### config.mk
export PLATFORM = sky130hd
export DESIGN_NAME = weight_fetch_scheduler
export DESIGN_NICKNAME = d
export VERILOG_FILES = /design/src/rtl/weight_fetch_scheduler.sv
export SDC_FILE = /design/constraint.sdc
export NUM_CORES = 1
export LEC_CHECK = 0
export ABC_AREA = 1
export BUFFER_PORTS_ARGS = -buffer_cell sky130_fd_sc_hd__buf_2
export CORE_MARGIN = 2
export CORE_UTILIZATION = 59
export DETAILED_ROUTE_END_ITERATION = 10
export GPL_ROUTABILITY_DRIVEN = 0
export PLACE_DENSITY = 0.84
export SETUP_SLACK_MARGIN = 0.1
export SYNTH_ARGS = -nofsm -noshare
export SYNTH_HDL_FRONTEND = slang
export SYNTH_SLANG_ARGS = --single-unit
### constraint.sdc
create_clock -name clk -period 3.9 [get_ports clk]
set_input_delay 0.195 -clock clk [delete_from_list [all_inputs] [get_ports clk]]
set_output_delay 0.195 -clock clk [all_outputs]
set_load 0.05 [all_outputs]
### src/rtl/weight_fetch_scheduler.sv
// Weight fetch scheduler: walks every (filter, channel) tuple, requests each
// kernel from the weight ROM, and streams the kernels through a 2-entry
// skid buffer to the downstream consumer with filter/channel/last tags.
module weight_fetch_scheduler #(
   parameter int NUM_FILTERS    = 64,
   parameter int INPUT_CHANNELS = 3,
   parameter int KERNEL_SIZE    = 3,
   parameter int WEIGHT_WIDTH   = 8,
   parameter int TIMEOUT        = 31,
   localparam int KW = KERNEL_SIZE*KERNEL_SIZE*WEIGHT_WIDTH,
   localparam int FW = $clog2(NUM_FILTERS),
   localparam int CW = $clog2(INPUT_CHANNELS)
) (
   input  logic          clk,
   input  logic          rst_n,
   input  logic          start,
   input  logic          abort,
   output logic          busy,
   output logic          done,
   output logic          err_timeout,
   input  logic          rom_ready,
   output logic          rom_read_enable,
   output logic [FW-1:0] rom_filter_idx,
   output logic [CW-1:0] rom_channel_idx,
   input  logic [KW-1:0] rom_weight_in,
   input  logic          rom_weight_valid,
   output logic          w_valid,
   input  logic          w_ready,
   output logic [KW-1:0] w_data,
   output logic [FW-1:0] w_filter_idx,
   output logic [CW-1:0] w_channel_idx,
   output logic          w_last_channel,
   output logic          w_last
);

   localparam int TW = $clog2(TIMEOUT+1);

   typedef enum logic [2:0] {IDLE, WAIT_ROM, ISSUE, WAIT_DATA, HOLD, DRAIN} state_t;

   typedef struct packed {
      logic [KW-1:0] data;
      logic [FW-1:0] filt;
      logic [CW-1:0] chan;
      logic          last_ch;
      logic          last;
   } ent_t;

   state_t        state, nxt;
   logic [FW-1:0] filt_cnt;
   logic [CW-1:0] chan_cnt;
   logic [TW-1:0] tcnt;
   logic          err_q;
   ent_t          ent0, ent1, new_ent;
   logic [1:0]    cnt, occ_next;
   logic          last_ch_cur, last_cur, pop, capture, tmo_hit, tmo_set, flush;

   assign last_ch_cur = (chan_cnt == CW'(INPUT_CHANNELS-1));
   assign last_cur    = last_ch_cur && (filt_cnt == FW'(NUM_FILTERS-1));
   assign pop         = (cnt != 2'd0) && w_ready;
   // Once the counter has hit TIMEOUT the pass is dead; a late pulse is dropped.
   assign tmo_hit     = (state == WAIT_DATA) && (tcnt == TW'(TIMEOUT));
   assign capture     = (state == WAIT_DATA) && rom_weight_valid && !tmo_hit && !abort;
   assign tmo_set     = (state == WAIT_DATA) && !rom_weight_valid && !abort &&
                        (tcnt == TW'(TIMEOUT-1));
   assign flush       = (abort && (state != IDLE)) || (tmo_hit && !abort);
   assign occ_next    = cnt + {1'b0, capture} - {1'b0, pop};
   assign new_ent     = '{data: rom_weight_in, filt: filt_cnt, chan: chan_cnt,
                          last_ch: last_ch_cur, last: last_cur};

   assign busy            = (state != IDLE);
   assign rom_read_enable = (state == ISSUE);
   assign rom_filter_idx  = filt_cnt;
   assign rom_channel_idx = chan_cnt;
   assign err_timeout     = err_q;
   assign w_valid         = (cnt != 2'd0);
   assign w_data          = ent0.data;
   assign w_filter_idx    = ent0.filt;
   assign w_channel_idx   = ent0.chan;
   assign w_last_channel  = ent0.last_ch;
   assign w_last          = ent0.last;

   // State register.
   always_ff @(posedge clk or negedge rst_n) begin
      if (!rst_n) state <= IDLE;
      else        state <= nxt;
   end

   // Next-state decode and the completion pulse; abort overrides everything.
   always_comb begin
      nxt  = state;
      done = 1'b0;
      case (state)
         IDLE:      if (start) nxt = WAIT_ROM;
         WAIT_ROM:  if (rom_ready) nxt = ISSUE;
         ISSUE:     nxt = WAIT_DATA;
         WAIT_DATA: begin
            if (capture) begin
               if (last_cur)              nxt = DRAIN;
               else if (occ_next < 2'd2)  nxt = WAIT_ROM;
               else                       nxt = HOLD;
            end else if (tmo_hit) begin
               nxt = IDLE;
            end
         end
         HOLD:      if (occ_next < 2'd2) nxt = WAIT_ROM;
         DRAIN: begin
            if (pop && ent0.last) begin
               done = 1'b1;
               nxt  = IDLE;
            end
         end
         default:   nxt = IDLE;
      endcase
      if (abort && (state != IDLE)) begin
         nxt  = IDLE;
         done = 1'b0;
      end
   end

   // Tuple counters, WAIT_DATA cycle counter and the sticky timeout flag.
   always_ff @(posedge clk or negedge rst_n) begin
      if (!rst_n) begin
         filt_cnt <= '0;
         chan_cnt <= '0;
         tcnt     <= '0;
         err_q    <= 1'b0;
      end else begin
         if (state == IDLE && start) begin
            filt_cnt <= '0;
            chan_cnt <= '0;
            err_q    <= 1'b0;
         end else if (capture && !last_cur) begin
            if (last_ch_cur) begin
               chan_cnt <= '0;
               filt_cnt <= filt_cnt + 1'b1;
            end else begin
               chan_cnt <= chan_cnt + 1'b1;
            end
         end
         if (tmo_set) err_q <= 1'b1;
         if (state == ISSUE)                  tcnt <= '0;
         else if (state == WAIT_DATA && !tmo_hit) tcnt <= tcnt + 1'b1;
      end
   end

   // 2-entry FIFO; ent0 is the head that drives the downstream outputs.
   always_ff @(posedge clk or negedge rst_n) begin
      if (!rst_n) begin
         ent0 <= '0;
         ent1 <= '0;
         cnt  <= 2'd0;
      end else if (flush) begin
         cnt <= 2'd0;
      end else begin
         if (capture && pop) begin
            if (cnt == 2'd1) ent0 <= new_ent;
            else begin
               ent0 <= ent1;
               ent1 <= new_ent;
            end
         end else if (capture) begin
            if (cnt == 2'd0) ent0 <= new_ent;
            else             ent1 <= new_ent;
         end else if (pop) begin
            ent0 <= ent1;
         end
         cnt <= occ_next;
      end
   end

endmodule
==> out/results.txt <==
global-route wire length before repair: 33.8 mm
Hold Fails Final Rpt: 0
reg-to-reg endpoint: w_data[2]
Post-CTS Resized: 0
full die area: 14600 um2
Mapped Cells: 969
core area: 13300 um2
Crit path arrival time: 3550 ps
slew margin rel.: 37.9%
PortBufs: 173
ys flop type: dfrtp_1
DP Worst Slack: 817 ps
sequential element share of the synthesized area: 56.7%
row count: 42
CP required: 4250 ps
Clock Tree Root: clkbuf_16
clock sinks: 183
Setup-failing EPs final: 0
number of global-route vias before repair: 7157
layout cells sized above 1: 18.9%
die height: 121 um
initial antenna violation count: 0
Filler cells: 887
worst-path maximum fanout: 79
CP endpoint kind: flip-flop
diode count: 0
Synth Net Count: 1057
WHS Path Cells: 3
clock tree buffer depth: 2
final setup TNS: 0 ps
Worst VDD drop: 0.657 mV
ys async rst share: 100%
Initial Util: 60.7%
Leakage: 5.36 nW
Routed WL per cell: 14.9 um
worst hold path class: in -> reg
antenna viol nets, final: 0
Hold Path Sink: ent1[64]
final worst slack: 697 ps
status: finished clean
total grt overflow: 0
worst skew pair latency: 430 ps
CP Launch Type: flip-flop
CTS buffer count: 17
Post-CTS Setup Bufs: 0
cell area after synthesis: 8080 um2
Area Overhead vs Synth: 26.6%
period utilization: 82.1%
Worst Reg2Reg Path Length in Cells: 13
nets@finish: 1264
die span in x: 121 um
synth warn: 0
kind of critical path: reg -> reg
RR Startpoint: tcnt[0]
Unique masters post-synth: 34
max-cap violations: 0
achievable frequency: 0.312 GHz
via count: 7306
final routed DRC violation total: 0
clock-pin slew on the worst setup and hold paths: 60 ps
GRT Total Usage: 29.2%
hold_sp: rom_weight_in[54]
drt pass-1 iters: 7
Yosys reg bits: 183
pin count of the biggest net entering global routing: 105
Vias/cell: 5.36
Pins Over Slew Limit: 0
EDFF count, synth: 0
Period minus WS final: 3200 ps
Detailed Route Iter0 Violations: 686
unrepaired setup endpoints after global routing: no
Worst Max-Slew Pin Slew: 931 ps
Fin Clk Skew: 18.3 ps
H-tree depth: 4
pwr dens: 847 nW/um2
R2R setup slack: 700 ps
hpwl dp: 11.6 mm
CTS tree: built
syn_area_per_cell: 8.33 um2
# IOs: 174
total wire length: 20.4 mm
power by group:
group          internal, mW  switching (mW)
Clock                  1.14           0.695
Combinational         0.896            2.76
Sequential             2.69           0.476
critical path, stage by stage, from the launching register on:
cell and delay, ps:
dfrtp_1 410, ha_1 230, inv_1 70, nor3_1 50
ha_1 230, inv_1 100, nand2_2 110, nor2_4 200
ha_1 300, nand3_1 230, o21ai_4 120, buf_4 610
o21ai_0 190, o21ai_0 200
flip-flops by register name, summed over array words and instances, names as in the netlist, 2 cells and up:
signal and flops:
cnt 2, ent1 82, rom_channel_idx 2, rom_filter_idx 6
state 3, tcnt 5, w_channel_idx 2, w_data 72
w_filter_idx 6
logic make-up (layout without fill, tap and decap cells):
logic type | Yosys count | count (layout) | synth area share (%)
XOR/XNOR | 4 | 4 | 0.434
buffers and inverters | 88 | 307 | 5.17
adder cells (fa/ha/maj) | 9 | 9 | 1.39
AO/OA/AOI/OAI | 202 | 202 | 12.9
AND/OR/NAND/NOR | 483 | 483 | 23.4
flip-flops | 183 | 183 | 56.7
worst max path at each step:
stage,start,endpoint,slack (ps),depth (start not counted)
after floorplan,cnt[0],done,1140,6
after global routing,tcnt[0],w_data[46],410,13
after detailed placement,tcnt[0],w_data[22],820,13
final,tcnt[0],w_data[2],700,13
after CTS,tcnt[0],w_data[46],740,13
after global placement,tcnt[0],w_data[19],880,13
layout make-up:
type / count / area, um2 / share of cell area (%)
inverter: 37 / 139 / 1.36
multi-input combinational: 698 / 3090 / 30.2
clock buffer: 24 / 492 / 4.81
clock inverter: 7 / 141 / 1.38
sequential: 183 / 4580 / 44.8
tap: 176 / 220 / 2.15
timing repair buffer: 239 / 1560 / 15.3
synthesized netlist by cell type, types with 4 or more instances:
cell	number	share of area (%)
clkbuf_1	10	0.46
o22ai_1	4	0.31
o21ai_0	166	10
ha_1	9	1.4
clkbuf_2	6	0.37
nand3_1	9	0.56
nor2_1	96	4.5
dfrtp_1	183	57
a21oi_1	5	0.31
buf_2	25	1.5
xor2_1	4	0.43
nand4_1	4	0.31
inv_1	33	1.5
buf_4	7	0.65
o21ai_1	22	1.4
nand2_2	4	0.31
nand2_1	358	17
through the flow:
step | std cells | hold slack [ps] | instance area (um2) | power, mW | utilization, %
global route | 1364 | 16.5 | 10200 | 9.16 | 76.9
CTS | 1364 | 0.355 | 10200 | 8.67 | 76.9
global placement | 1275 | 381 | 9010 | 6.66 | 67.8
floorplan | 969 | -101 | 8080 | 5.82 | -
finish | 1364 | 4.17 | 10200 | 8.66 | 76.9
detailed placement | 1275 | 375 | 9010 | 6.75 | 67.8
metal layers:
| layer | routed length (um) | vias up | global-route usage (%) |
|---|---|---|---|
| li1 | - | 3518 | - |
| met1 | 8690 | 3456 | 38.4 |
| met2 | 9930 | 279 | 47.7 |
| met3 | 1150 | 53 | 5.12 |
| met4 | 612 | 0 | 12.8 |
| met5 | 0 | - | 0 |
layout by cell type (no fill, tap or decap), types with 9 or more instances in the layout:
master | synthesis | final
dfrtp_1 | 183 | 183
o21ai_0 | 166 | 166
buf_2 | 25 | 172
ha_1 | 9 | 9
inv_1 | 33 | 33
dlygate4sd3_1 | 0 | 58
o21ai_1 | 22 | 22
nand3_1 | 9 | 9
nor2_1 | 96 | 96
clkbuf_16 | 0 | 17
nand2_1 | 358 | 357
what timing repair did:
item / in CTS / in global routing
hold endpoints to repair: 160 / 0
hold buffers: 58 / 0
endpoints found under the setup margin: 0 / 0
Power figures use the tool's default switching activity.
